==> src/rtl/mcu_frame_send_pkg.sv <==
// Shared MCU-link frame definitions: frame delimiters, FSM state and frame phase types.
package mcu_frame_send_pkg;

  localparam logic [7:0] FRAME_HEAD = 8'h68;
  localparam logic [7:0] FRAME_TAIL = 8'h16;

  // Width of the per-byte timeout counter; large enough for the default 20000-cycle budget.
  localparam int TMO_W = 16;

  typedef enum logic [2:0] {
    ST_IDLE,
    ST_SEL,
    ST_RD,
    ST_START,
    ST_WAIT,
    ST_DONE
  } state_t;

  typedef enum logic [2:0] {
    PH_HEAD,
    PH_CTRL,
    PH_LEN,
    PH_PAYLOAD,
    PH_CS,
    PH_TAIL
  } phase_t;

endpackage

==> src/rtl/mcu_frame_send.sv <==
// Response frame builder: 0x68, ctrl, len, payload[len], checksum, 0x16 over the UART byte TX.
//
//   state    | meaning
//   ---------+-----------------------------------------------------------
//   ST_IDLE  | waiting for send_req; ctrl/len latched on acceptance
//   ST_SEL   | choose next byte by phase; payload bytes issue a buffer read
//   ST_RD    | payload byte returns from the buffer into tx_data
//   ST_START | one-cycle tx_start pulse, per-byte timeout reloaded
//   ST_WAIT  | waiting for tx_done rising edge or timeout
//   ST_DONE  | one-cycle send_done pulse after the tail byte
module mcu_frame_send
  import mcu_frame_send_pkg::*;
#(
  parameter logic [7:0]  START_CODE = FRAME_HEAD,
  parameter logic [7:0]  END_CODE   = FRAME_TAIL,
  parameter int unsigned TIMEOUT    = 20000
) (
  input  logic       clk,
  input  logic       rst,
  input  logic       send_req,
  input  logic [7:0] send_ctrl,
  input  logic [7:0] send_len,
  output logic [7:0] pl_addr,
  output logic       pl_rd_en,
  input  logic [7:0] pl_data,
  output logic [7:0] tx_data,
  output logic       tx_start,
  input  logic       tx_done,
  output logic       busy,
  output logic       send_done,
  output logic       send_err
);

  localparam logic [TMO_W-1:0] TMO_LOAD = TMO_W'(TIMEOUT);

  state_t           state, state_nxt;
  phase_t           phase;
  logic [7:0]       ctrl_q, len_q, idx, cs;
  logic [TMO_W-1:0] tmo_cnt;
  logic             done_d1, done_d2;
  logic             done_edge, tmo_hit, last_payload;

  assign done_edge    = done_d1 & ~done_d2;
  // Down-counter reaching zero is the expiry; a zero TIMEOUT disables expiry entirely.
  assign tmo_hit      = (TIMEOUT != 0) && (tmo_cnt == '0);
  assign last_payload = (idx == len_q - 8'd1);

  // Two-stage synchroniser for tx_done; preset high so reset release never looks like an edge.
  always_ff @(posedge clk) begin
    if (rst) begin
      done_d1 <= 1'b1;
      done_d2 <= 1'b1;
    end else begin
      done_d1 <= tx_done;
      done_d2 <= done_d1;
    end
  end

  // State register.
  always_ff @(posedge clk) begin
    if (rst) state <= ST_IDLE;
    else     state <= state_nxt;
  end

  // Next-state decode; a tx_done edge takes priority over a coincident timeout.
  always_comb begin
    state_nxt = state;
    case (state)
      ST_IDLE:  if (send_req) state_nxt = ST_SEL;
      ST_SEL:   state_nxt = (phase == PH_PAYLOAD) ? ST_RD : ST_START;
      ST_RD:    state_nxt = ST_START;
      ST_START: state_nxt = ST_WAIT;
      ST_WAIT: begin
        if (done_edge)    state_nxt = (phase == PH_TAIL) ? ST_DONE : ST_SEL;
        else if (tmo_hit) state_nxt = ST_IDLE;
      end
      ST_DONE:  state_nxt = ST_IDLE;
      default:  state_nxt = ST_IDLE;
    endcase
  end

  // Output decode; busy drops in the same cycle as the send_done/send_err pulse.
  always_comb begin
    pl_addr   = 8'h00;
    pl_rd_en  = 1'b0;
    tx_start  = 1'b0;
    send_done = 1'b0;
    send_err  = 1'b0;
    case (state)
      ST_SEL: begin
        if (phase == PH_PAYLOAD) begin
          pl_addr  = idx;
          pl_rd_en = 1'b1;
        end
      end
      ST_START: tx_start  = 1'b1;
      ST_WAIT:  send_err  = !done_edge && tmo_hit;
      ST_DONE:  send_done = 1'b1;
      default: ;
    endcase
    busy = (state != ST_IDLE) && (state != ST_DONE) && !send_err;
  end

  // Frame datapath: byte selection, checksum accumulation, phase/index advance, timeout timer.
  always_ff @(posedge clk) begin
    if (rst) begin
      phase   <= PH_HEAD;
      ctrl_q  <= 8'h00;
      len_q   <= 8'h00;
      idx     <= 8'h00;
      cs      <= 8'h00;
      tx_data <= 8'h00;
      tmo_cnt <= '0;
    end else begin
      case (state)
        ST_IDLE: begin
          if (send_req) begin
            ctrl_q <= send_ctrl;
            len_q  <= send_len;
            idx    <= 8'h00;
            cs     <= 8'h00;
            phase  <= PH_HEAD;
          end
        end
        ST_SEL: begin
          case (phase)
            PH_HEAD: tx_data <= START_CODE;
            PH_CTRL: begin
              tx_data <= ctrl_q;
              cs      <= cs + ctrl_q;
            end
            PH_LEN: begin
              tx_data <= len_q;
              cs      <= cs + len_q;
            end
            PH_CS:   tx_data <= cs;
            PH_TAIL: tx_data <= END_CODE;
            default: ;
          endcase
        end
        ST_RD: begin
          tx_data <= pl_data;
          cs      <= cs + pl_data;
        end
        ST_START: tmo_cnt <= TMO_LOAD;
        ST_WAIT: begin
          if (done_edge) begin
            case (phase)
              PH_HEAD: phase <= PH_CTRL;
              PH_CTRL: phase <= PH_LEN;
              PH_LEN:  phase <= (len_q == 8'h00) ? PH_CS : PH_PAYLOAD;
              PH_PAYLOAD: begin
                if (last_payload) phase <= PH_CS;
                else              idx   <= idx + 8'd1;
              end
              PH_CS:   phase <= PH_TAIL;
              default: ;
            endcase
          end else if (tmo_cnt != '0) begin
            tmo_cnt <= tmo_cnt - 1'b1;
          end
        end
        default: ;
      endcase
    end
  end

endmodule
==> config.mk <==
export PLATFORM = sky130hd
export DESIGN_NAME = mcu_frame_send
export DESIGN_NICKNAME = d
export VERILOG_FILES = /design/src/rtl/mcu_frame_send_pkg.sv /design/src/rtl/mcu_frame_send.sv
export SDC_FILE = /design/constraint.sdc
export NUM_CORES = 1
export LEC_CHECK = 0
export ABC_CLOCK_PERIOD_IN_PS = 3500
export CORE_ASPECT_RATIO = 1.25
export CORE_MARGIN = 5
export CORE_UTILIZATION = 50
export DETAILED_ROUTE_END_ITERATION = 10
export MAX_ROUTING_LAYER = met4
export PLACE_DENSITY = 0.76
export SKIP_LAST_GASP = 1
export SYNTH_ARGS = -nofsm -noshare
export SYNTH_HDL_FRONTEND = slang
export SYNTH_SLANG_ARGS = --single-unit
export TNS_END_PERCENT = 100
==> constraint.sdc <==
create_clock -name clk -period 3.5 [get_ports clk]
set_clock_uncertainty 0.1 [all_clocks]
set_input_delay 0.35 -clock clk [delete_from_list [all_inputs] [get_ports clk]]
set_output_delay 0.35 -clock clk [all_outputs]
set_load 0.02 [all_outputs]
==> impl_metrics.py, run 1 <==
metrics = {
    "status": {
        "status": "finished, final reports clean",
    },
    "global_routing": {
        "grt_antenna_before_repair": 0,
        "grt_start_max_net_pins": 30,
        "grt_pass1_vias": 3659,
        "grt_usage_pct": 22.8,
        "grt-ovfl-total": 0,
        "grt_pass1_wl_um": 17000,
    },
    "final_layout": {
        "multiInputGateArea_um2": 2430,
        "final_common_cell": "dfxtp_1",
        "layout-drive-gt1-share_pct": 7.29,
        "areaGrowthSynthToFinish_pct": 20.1,
        "n_antenna_cell": 0,
        "ff_latch_area_um2": 1280,
        "n_fill_cell": 720,
        "layout_common_cells": "64 x dfxtp_1, 62 x nand2_1, 48 x clkdlybuf4s50_1",
        "design_area_um2": 4680,
        "nets": 583,
    },
    "logic_synthesis": {
        "synthCells": 502,
        "async_reset_ff_share_pct": 0,
        "yosysWarnings": 0,
        "yosys-top-cells-area": "dfxtp_1 33%, nand2_1 6.0%, a21oi_1 5.1%",
        "ys.flop_type": "dfxtp_1",
        "synth_cell_types": 62,
        "avgSynthCellArea_um2": 7.77,
        "ys_seq_area_share_pct": 32.9,
        "syn_area_um2": 3900,
        "synth_area_leader_cell": "dfxtp_1",
        "synth-edff-count": 0,
        "synth_seq_cells": 64,
        "syn_nets": 541,
        "synth_top_area_share_pct": 32.9,
    },
    "floorplan": {
        "ios": 49,
        "start_util_pct": 50.6,
        "fp-row-count": 36,
        "die_area_um2": 9670,
        "die_y_um": 109,
        "core_area_um2": 7700,
        "die_w_um": 89.0,
    },
    "power": {
        "p_total_uw": 2400,
        "switching_share_pct": 36.3,
        "p_per_area_nw_per_um2": 511,
        "switchingPower_uw": 870,
        "intPower_uw": 1520,
        "total_leakage_power_uw": 0.00165,
        "ir_drop_mv": 0.337,
        "combPwrFrac_pct": 34.5,
        "clock_power_share_pct": 27.1,
        "share_seq_of_total_power_pct": 38.4,
    },
    "detailed_routing": {
        "route.met3.wl_um": 387,
        "dr.first_iter.drc_count": 195,
        "met1Wirelength_um": 4400,
        "antenna_left": 0,
        "wl_um": 9940,
        "vias": 3745,
        "highest_layer": "met4",
        "drc": 0,
        "wl_met2_um": 4870,
        "via_per_inst": 5.82,
        "firstDrtPassIters": 4,
        "routedWlPerCell_um": 15.4,
    },
    "timing": {
        "slew_headroom_pct": 50.2,
        "worst_pin_slew_ns": 0.746,
        "setup_tns_ns": 0,
        "fmax_mhz": 326,
        "rsz0062_at_grt": "no",
        "fin_crit_ns": 3.07,
        "setup_viol": 0,
        "fin_crit_sh_pct": 87.7,
        "final_max_slew_viol_count": 0,
        "layout_setup_ws_ns": 0.431,
        "worst_hold_slack_ns": 0.381,
        "timing.final.hold_violations": 0,
    },
    "worst_setup_path": {
        "critical_path_peak_fanout": 16,
        "cp_cell_sequence": "or3b_1 > nor2_1 > nand4_1 > nor3_1 > clkdlybuf4s50_1",
        "cp.required_ns": 3.05,
        "cp-start-kind": "flip-flop",
        "worstSetupPathType": "reg -> out",
        "worstPathArrival_ns": 2.62,
        "slowest_stage": "clkdlybuf4s50_1",
        "worst_path_largest_cell_delay_ns": 0.65,
        "endpoint_kind": "primary output",
    },
    "clock_tree": {
        "cts.repair.resized": 0,
        "post_cts_buffers": 0,
        "root_buffer": "clkbuf_8",
        "cts_num_sinks": 64,
        "clk_latency_ns": 0.35,
        "cts_tree": "done",
        "cts_buffers": 9,
        "cts_max_level": 3,
        "cts_hold_buf": 0,
        "path_clk_slew_ns": 0.07,
        "cts.path.max_buffers": 2,
    },
    "placed_design": {
        "gp_congestion": 0.889,
        "dpl-instance-area_um2": 4490,
        "preCtsSetupSlack_ns": 0.484,
        "place_hpwl_um": 7310,
        "portBuffers": 48,
    },
    "min_path": {
        "hp-class": "reg -> reg",
    },
    "flow_run": {
        "max_cap_viol_count": 0,
    },
}
==> per-stage QoR <==
step,cells,util (%)
6_report,644,60.8
5_1_grt,644,60.8
3_5_place_dp,628,58.2
4_1_cts,644,60.8
2_1_floorplan,502,-
3_3_place_gp,628,58.2
==> area by class of cell <==
type	instances	area share [%]
multi-input cells	390	51.9
flip-flops and latches	64	27.4
repair buffers	63	12.7
clock buffers	11	3.02
well taps	95	2.54
inverters	16	1.28
clock inverters	5	1.20
==> worst paths after layout <==
check,startpoint,end,slack [ns],cells after the start
hold / removal,ctrl_q[6],ctrl_q[6],0.38,2
hold reg to reg,ctrl_q[6],ctrl_q[6],0.38,2
setup reg to reg,state[2],cs[7],0.44,10
setup / recovery,state[2],send_err,0.43,5
==> synth_stat cells (2+ instances only) <==
library cell   n
or4_1          3
o31a_1         8
nand2_1       62
o221ai_1       3
nand2b_1      10
nand3_1        7
o2111ai_1      4
o211ai_1      15
or3b_2         2
or2_2          2
a31oi_1        2
o21a_1         9
nand3b_1       4
or3_1          7
mux2i_1       13
and3_1         2
nor4b_1        2
a21oi_1       40
nor3b_1        5
o21ai_0       21
nor2b_1        8
xor2_1        12
and2_1         8
and3b_1        2
xnor2_1       11
clkbuf_1      28
a22oi_1        9
a211oi_1       2
o21ai_1        7
nand4_1        3
nor2_1        44
buf_2          2
dfxtp_1       64
a311oi_1       2
nor3_1        22
inv_1         15
o31ai_1        2
nor4_1         7
ha_1          10
==> per-layer routing <==
metal	GRT usage, %	vias to the layer above
met1	27.9	1758
met5	-	-
li1	-	1880
met4	10.7	0
met3	4.01	23
met2	36.1	84
==> flip-flops by register name, summed over array words and instances (netlist names), 3 cells and up <==
signal / cells
ctrl_q: 8
idx: 8
len_q: 8
state: 3
tx_data: 8
phase: 3
tmo_cnt: 16
cs: 8
==> cells by family after synthesis <==
logic type / Yosys count / share of synthesized area [%]
buffers and inverters: 48 / 4.88
adder cells (fa/ha/maj): 11 / 3.72
AO/OA/AOI/OAI: 135 / 22.7
XOR/XNOR: 23 / 5.17
AND/OR/NAND/NOR: 207 / 27.0
flip-flops: 64 / 32.9
multiplexers: 14 / 3.63
==> power by group through the flow <==
stage                     Clock (uW)  Sequential (uW)  Combinational [uW]
final                            649              921                 825
after detailed placement           0              936                 819
after floorplan                    0              931                 568
after global placement             0              931                 803
after global routing             699              936                 922
after CTS                        663              919                 824
==> critical path, delay by kind of cell, from the launching register on <==
kind,cells,cell delay (ns)
buffers and inverters,1,0.65
and+or+nand+nor,4,1.02
DFF,1,0.61
No activity file was read; power rests on OpenSTA's default activity.
==> run 2: changes to the inputs <==
--- a/config.mk
+++ b/config.mk
@@ -5,13 +5,12 @@
 export SDC_FILE = /design/constraint.sdc
 export NUM_CORES = 1
 export LEC_CHECK = 0
-export ABC_CLOCK_PERIOD_IN_PS = 3500
+export ABC_CLOCK_PERIOD_IN_PS = 4000
 export CORE_ASPECT_RATIO = 1.25
-export CORE_MARGIN = 5
 export CORE_UTILIZATION = 50
 export DETAILED_ROUTE_END_ITERATION = 10
 export MAX_ROUTING_LAYER = met4
-export PLACE_DENSITY = 0.76
+export PLACE_DENSITY = 0.73
 export SKIP_LAST_GASP = 1
 export SYNTH_ARGS = -nofsm -noshare
 export SYNTH_HDL_FRONTEND = slang
==> constraint.sdc (replaced) <==
create_clock -name clk -period 4 [get_ports clk]
set_clock_uncertainty 0.1 [all_clocks]
set_input_delay 0.4 -clock clk [delete_from_list [all_inputs] [get_ports clk]]
set_output_delay 0.4 -clock clk [all_outputs]
set_load 0.02 [all_outputs]
==> run 2 against run 1 <==
Net effect: sequential share of layout area is 0.33 points higher; combinational power is 16% lower; critical endpoint is now cs[7]; first-iteration DRC count stayed put; non-clock buffer count is 7 lower; largest power group unchanged; sequential power is 10% lower.
==> impl_metrics.py, run 2 (synthesized netlist as in run 1, its figures left out) <==
metrics = {
    "worst_setup_path": {
        "cp.depth": 10,
        "worstPathArrival_ns": 3.48,
        "slowest_stage": "nor3b_2",
        "crit_family": "compound AO/OA/AOI/OAI gates",
        "critical_path_peak_fanout": 18,
        "r2r_slack_ns": 0.69,
        "rr_startpoint": "phase[2]",
        "cp-start-kind": "flip-flop",
        "worstReg2RegEnd": "cs[7]",
        "cp.required_ns": 4.17,
        "worst_path_largest_cell_delay_ns": 0.53,
        "critPathLaunch": "phase[2]",
        "rr_worst_depth": 10,
        "crit_end": "cs[7]",
        "worstSetupPathType": "reg -> reg",
        "cp.buffers_inverters": 1,
        "endpoint_kind": "flip-flop",
        "cp_cell_sequence": "nor3b_2 > buf_4 > mux2i_1 > a21oi_1 > ha_1 > o21a_1 > a2111oi_0 > nor3_1 > or2_1 > o211ai_1",
    },
    "final_layout": {
        "design_area_um2": 4630,
        "largest_reg_flops": 16,
        "n_fill_cell": 689,
        "areaGrowthSynthToFinish_pct": 18.7,
        "final_util_pct": 62.2,
        "layout-drive-gt1-share_pct": 6.09,
        "layout_common_cells": "64 x dfxtp_1, 62 x nand2_1, 48 x clkdlybuf4s50_1",
        "nets": 576,
        "layout.cells.non_filler": 634,
        "final_common_cell": "dfxtp_1",
        "n_antenna_cell": 0,
        "regMostFlops": "tmo_cnt",
    },
    "detailed_routing": {
        "dr.first_iter.drc_count": 195,
        "vias": 3735,
        "routedWlPerCell_um": 15.4,
        "firstDrtPassIters": 5,
        "wl_um": 9730,
        "antenna_left": 0,
        "drc": 0,
        "via_per_inst": 5.89,
    },
    "timing": {
        "fin_crit_sh_pct": 82.8,
        "rsz0062_at_grt": "no",
        "final_max_slew_viol_count": 0,
        "worst_hold_slack_ns": 0.378,
        "fmax_mhz": 302,
        "slew_headroom_pct": 48.8,
        "setup_tns_ns": 0,
        "timing.final.hold_violations": 0,
        "setup_viol": 0,
        "fin_crit_ns": 3.31,
        "worst_pin_slew_ns": 0.769,
    },
    "floorplan": {
        "start_util_pct": 52.4,
        "die_area_um2": 8160,
        "die_w_um": 81.0,
        "core_area_um2": 7440,
        "die_y_um": 101,
        "fp-row-count": 35,
        "ios": 49,
    },
    "placed_design": {
        "gp_congestion": 0.918,
        "place_hpwl_um": 6980,
        "portBuffers": 48,
        "dpl-instance-area_um2": 4430,
        "place_inst": 618,
    },
    "clock_tree": {
        "cts_buffers": 9,
        "path_clk_slew_ns": 0.07,
        "cts_num_sinks": 64,
        "clk_latency_ns": 0.35,
        "cts.path.max_buffers": 2,
        "root_buffer": "clkbuf_8",
        "post_cts_buffers": 0,
        "cts_hold_buf": 0,
        "cts.repair.resized": 0,
        "cts_tree": "done",
        "cts_max_level": 3,
    },
    "global_routing": {
        "grt_usage_pct": 26.2,
        "grtUsageMet2_pct": 42.5,
        "grtUsageMet3_pct": 5.61,
        "grt_pass1_wl_um": 16000,
        "grt_pass1_vias": 3451,
        "grt_antenna_before_repair": 0,
        "top_usage_layer": "met2",
        "grt_start_max_net_pins": 51,
        "grt-ovfl-total": 0,
        "grt_use_met1_pct": 30.8,
    },
    "power": {
        "total_leakage_power_uw": 0.00160,
        "ir_drop_mv": 0.256,
        "p_per_area_nw_per_um2": 450,
    },
    "status": {
        "status": "finished, final reports clean",
    },
    "flow_run": {
        "max_cap_viol_count": 0,
    },
    "min_path": {
        "hp-class": "reg -> reg",
    },
}
run 2: cell types whose count changed in the layout (fill, tap and decap cells not counted), sizes merged:
cell | previous run | this run
clkinv | 4 | 3
buf | 15 | 8
clkinvlp | 1 | 3
clkbuf | 11 | 10
run 2: how the worst min path moves through the flow:
stage | start | endpoint | slack [ns] | cells past startpoint
2_1_floorplan | ctrl_q[0] | ctrl_q[0] | 0.35 | 2
3_3_place_gp | tx_data[3] | tx_data[3] | 0.36 | 2
3_5_place_dp | tx_data[3] | tx_data[3] | 0.37 | 2
4_1_cts | tx_data[3] | tx_data[3] | 0.38 | 2
5_1_grt | tx_data[3] | tx_data[3] | 0.42 | 2
6_report | tx_data[3] | tx_data[3] | 0.38 | 2
run 2: report_power, final:
part / leakage (uW) / internal [uW] / total, uW / switching (uW)
combinational: 0.000990 / 304 / 694 / 391
sequential: 0.000521 / 719 / 825 / 106
clock: 0.0000887 / 290 / 563 / 273
total: 0.00160 / 1310 / 2080 / 770
run 2: final cells by class:
type / instances / area (um^2) / share of cell area, %
multi-input combinational: 390 / 2430 / 52.6
sequential: 64 / 1280 / 27.7
timing repair buffer: 56 / 541 / 11.7
clock buffer: 10 / 128 / 2.76
tap: 92 / 115 / 2.49
clock inverter: 6 / 70.1 / 1.51
inverter: 16 / 60.1 / 1.30
run 2: stage by stage:
step / power, uW / setup WS [ns]
floorplan: 1310 / 0.756
global placement: 1510 / 0.788
detailed placement: 1530 / 0.682
CTS: 2090 / 0.676
global route: 2210 / 0.427
finish: 2080 / 0.689
run 2: routing by layer:
layer  vias to the layer above  share of wire (%)
li1                       1866                  -
met1                      1765                 45
met2                        84                 49
met3                        20                4.0
met4                         0                2.3
met5                         -                  0
run 2: worst min-delay path, cell delays in order (launching register included):
cell,delay (ns)
dfxtp_1,0.31
nand2b_1,0.06
a21oi_1,0.06
==> run 3: changes to the inputs <==
--- a/config.mk
+++ b/config.mk
@@ -5,7 +5,7 @@
 export SDC_FILE = /design/constraint.sdc
 export NUM_CORES = 1
 export LEC_CHECK = 0
-export ABC_CLOCK_PERIOD_IN_PS = 4000
+export ABC_CLOCK_PERIOD_IN_PS = 3300
 export CORE_ASPECT_RATIO = 1.25
 export CORE_UTILIZATION = 50
 export DETAILED_ROUTE_END_ITERATION = 10
==> constraint.sdc (replaced) <==
create_clock -name clk -period 3.3 [get_ports clk]
set_clock_uncertainty 0.1 [all_clocks]
set_input_delay 0.33 -clock clk [delete_from_list [all_inputs] [get_ports clk]]
set_output_delay 0.33 -clock clk [all_outputs]
set_load 0.02 [all_outputs]
==> run 3 against run 2 <==
Net effect: sequential share of layout area decreased by 0.49 points; final cell count is 1.3% higher; design area increased by 1.8%; critical path depth is 4 lower; sequential power rose by 18%; routed wire length shrank 2.9%; die area did not move; critical path type is now reg -> out; largest cell class unchanged; largest power group unchanged.
==> impl_metrics.py, run 3 (synthesized netlist as in run 1, its figures left out) <==
metrics = {
    "status": {
        "status": "finished, final reports clean",
    },
    "timing": {
        "fin_crit_sh_pct": 90.1,
        "worst_pin_slew_ns": 0.781,
        "setup_viol": 0,
        "setup_tns_ns": 0,
        "rsz0062_at_grt": "no",
        "timing.final.hold_violations": 0,
        "fin_crit_ns": 2.97,
        "fmax_mhz": 336,
        "slew_headroom_pct": 47.9,
        "final_max_slew_viol_count": 0,
    },
    "power": {
        "p_per_area_nw_per_um2": 552,
        "ir_drop_mv": 0.390,
        "total_leakage_power_uw": 0.00166,
        "p_total_uw": 2600,
    },
    "clock_tree": {
        "path_clk_slew_ns": 0.08,
        "cts_max_level": 3,
        "cts_hold_buf": 0,
        "cts_buffers": 9,
        "cts_num_sinks": 64,
        "cts_tree": "done",
        "cts.path.max_buffers": 2,
        "root_buffer": "clkbuf_8",
        "clk_latency_ns": 0.35,
        "post_cts_buffers": 0,
        "cts.repair.resized": 0,
    },
    "detailed_routing": {
        "drc": 0,
        "dr.first_iter.drc_count": 176,
        "via_per_inst": 5.77,
        "wl_um": 9450,
        "routedWlPerCell_um": 14.7,
        "vias": 3705,
        "firstDrtPassIters": 5,
        "antenna_left": 0,
    },
    "final_layout": {
        "regMostFlops": "tmo_cnt",
        "n_antenna_cell": 0,
        "layout-drive-gt1-share_pct": 7.45,
        "n_fill_cell": 686,
        "largest_reg_flops": 16,
        "final_common_cell": "dfxtp_1",
        "layout_common_cells": "64 x dfxtp_1, 62 x nand2_1, 48 x clkdlybuf4s50_1",
        "nets": 584,
        "areaGrowthSynthToFinish_pct": 20.8,
    },
    "placed_design": {
        "gp_congestion": 0.972,
        "place_hpwl_um": 6910,
        "portBuffers": 48,
    },
    "worst_setup_path": {
        "critPathLaunch": "tmo_cnt[4]",
        "worst_path_largest_cell_delay_ns": 0.64,
        "slowest_stage": "clkdlybuf4s50_1",
        "worstPathArrival_ns": 2.54,
        "rr_startpoint": "phase[1]",
        "cp-start-kind": "flip-flop",
        "worstSetupPathType": "reg -> out",
        "critical_path_peak_fanout": 5,
        "endpoint_kind": "primary output",
        "cp.required_ns": 2.87,
        "cp_cell_sequence": "nor4_1 > nand2_1 > nor2_1 > nand4_1 > nor3_1 > clkdlybuf4s50_1",
    },
    "global_routing": {
        "grt_antenna_before_repair": 0,
        "grt_pass1_wl_um": 15600,
        "grt_usage_pct": 25.4,
        "grt_pass1_vias": 3339,
        "grt_start_max_net_pins": 29,
        "grt-ovfl-total": 0,
    },
    "floorplan": {
        "start_util_pct": 52.4,
        "die_w_um": 81.0,
        "fp-row-count": 35,
        "die_y_um": 101,
        "core_area_um2": 7440,
        "die_area_um2": 8160,
        "ios": 49,
    },
    "min_path": {
        "hp-class": "reg -> reg",
        "hp-start": "ctrl_q[7]",
    },
    "flow_run": {
        "max_cap_viol_count": 0,
    },
}
run 3: changes by cell type in the layout (fill, tap and decap cells not counted), sizes merged:
cell / change
buf: +8
bufinv: +1
clkinv: -1
clkinvlp: -1
inv: +1
run 3: layout make-up:
cell class | instances | area (um^2) | area share [%]
Tap cell | 92 | 115 | 2.44
Sequential cell | 64 | 1280 | 27.2
Clock buffer | 10 | 128 | 2.71
Clock inverter | 6 | 92.6 | 1.97
Timing Repair Buffer | 64 | 601 | 12.8
Multi-Input combinational cell | 390 | 2430 | 51.6
Inverter | 16 | 60.1 | 1.28
run 3: metal layers:
layer	GRT usage, %	routed length (um)	vias up
met2	40.1	4520	99
met1	32.4	4400	1714
met5	-	0	-
met3	4.89	390	12
li1	-	-	1880
met4	7.97	134	0
run 3: critical path, delay by kind of cell (launching register included):
| family | cells | cell delay, ns |
|---|---|---|
| buffers and inverters | 1 | 0.64 |
| DFF | 1 | 0.36 |
| and+or+nand+nor | 5 | 1.19 |
run 3: power breakdown:
group | internal, uW | switching [uW]
logic | 382 | 490
clock network | 429 | 326
registers | 871 | 103
run 3: worst paths after layout:
kind,to,depth (start not counted),slack (ns)
max,send_err,6,0.33
min,ctrl_q[7],2,0.38
max reg2reg,cs[7],11,0.45
min reg2reg,ctrl_q[7],2,0.38
run 3: per-stage QoR:
stage,util [%],hold slack [ns],setup slack [ns],area (um^2),cells
2_1_floorplan,-,0.334,0.0561,3900,502
3_3_place_gp,60.3,0.366,0.505,4490,626
3_5_place_dp,60.3,0.367,0.494,4490,626
4_1_cts,63.3,0.381,0.280,4710,642
5_1_grt,63.3,0.401,0.0800,4710,642
6_report,63.3,0.381,0.327,4710,642
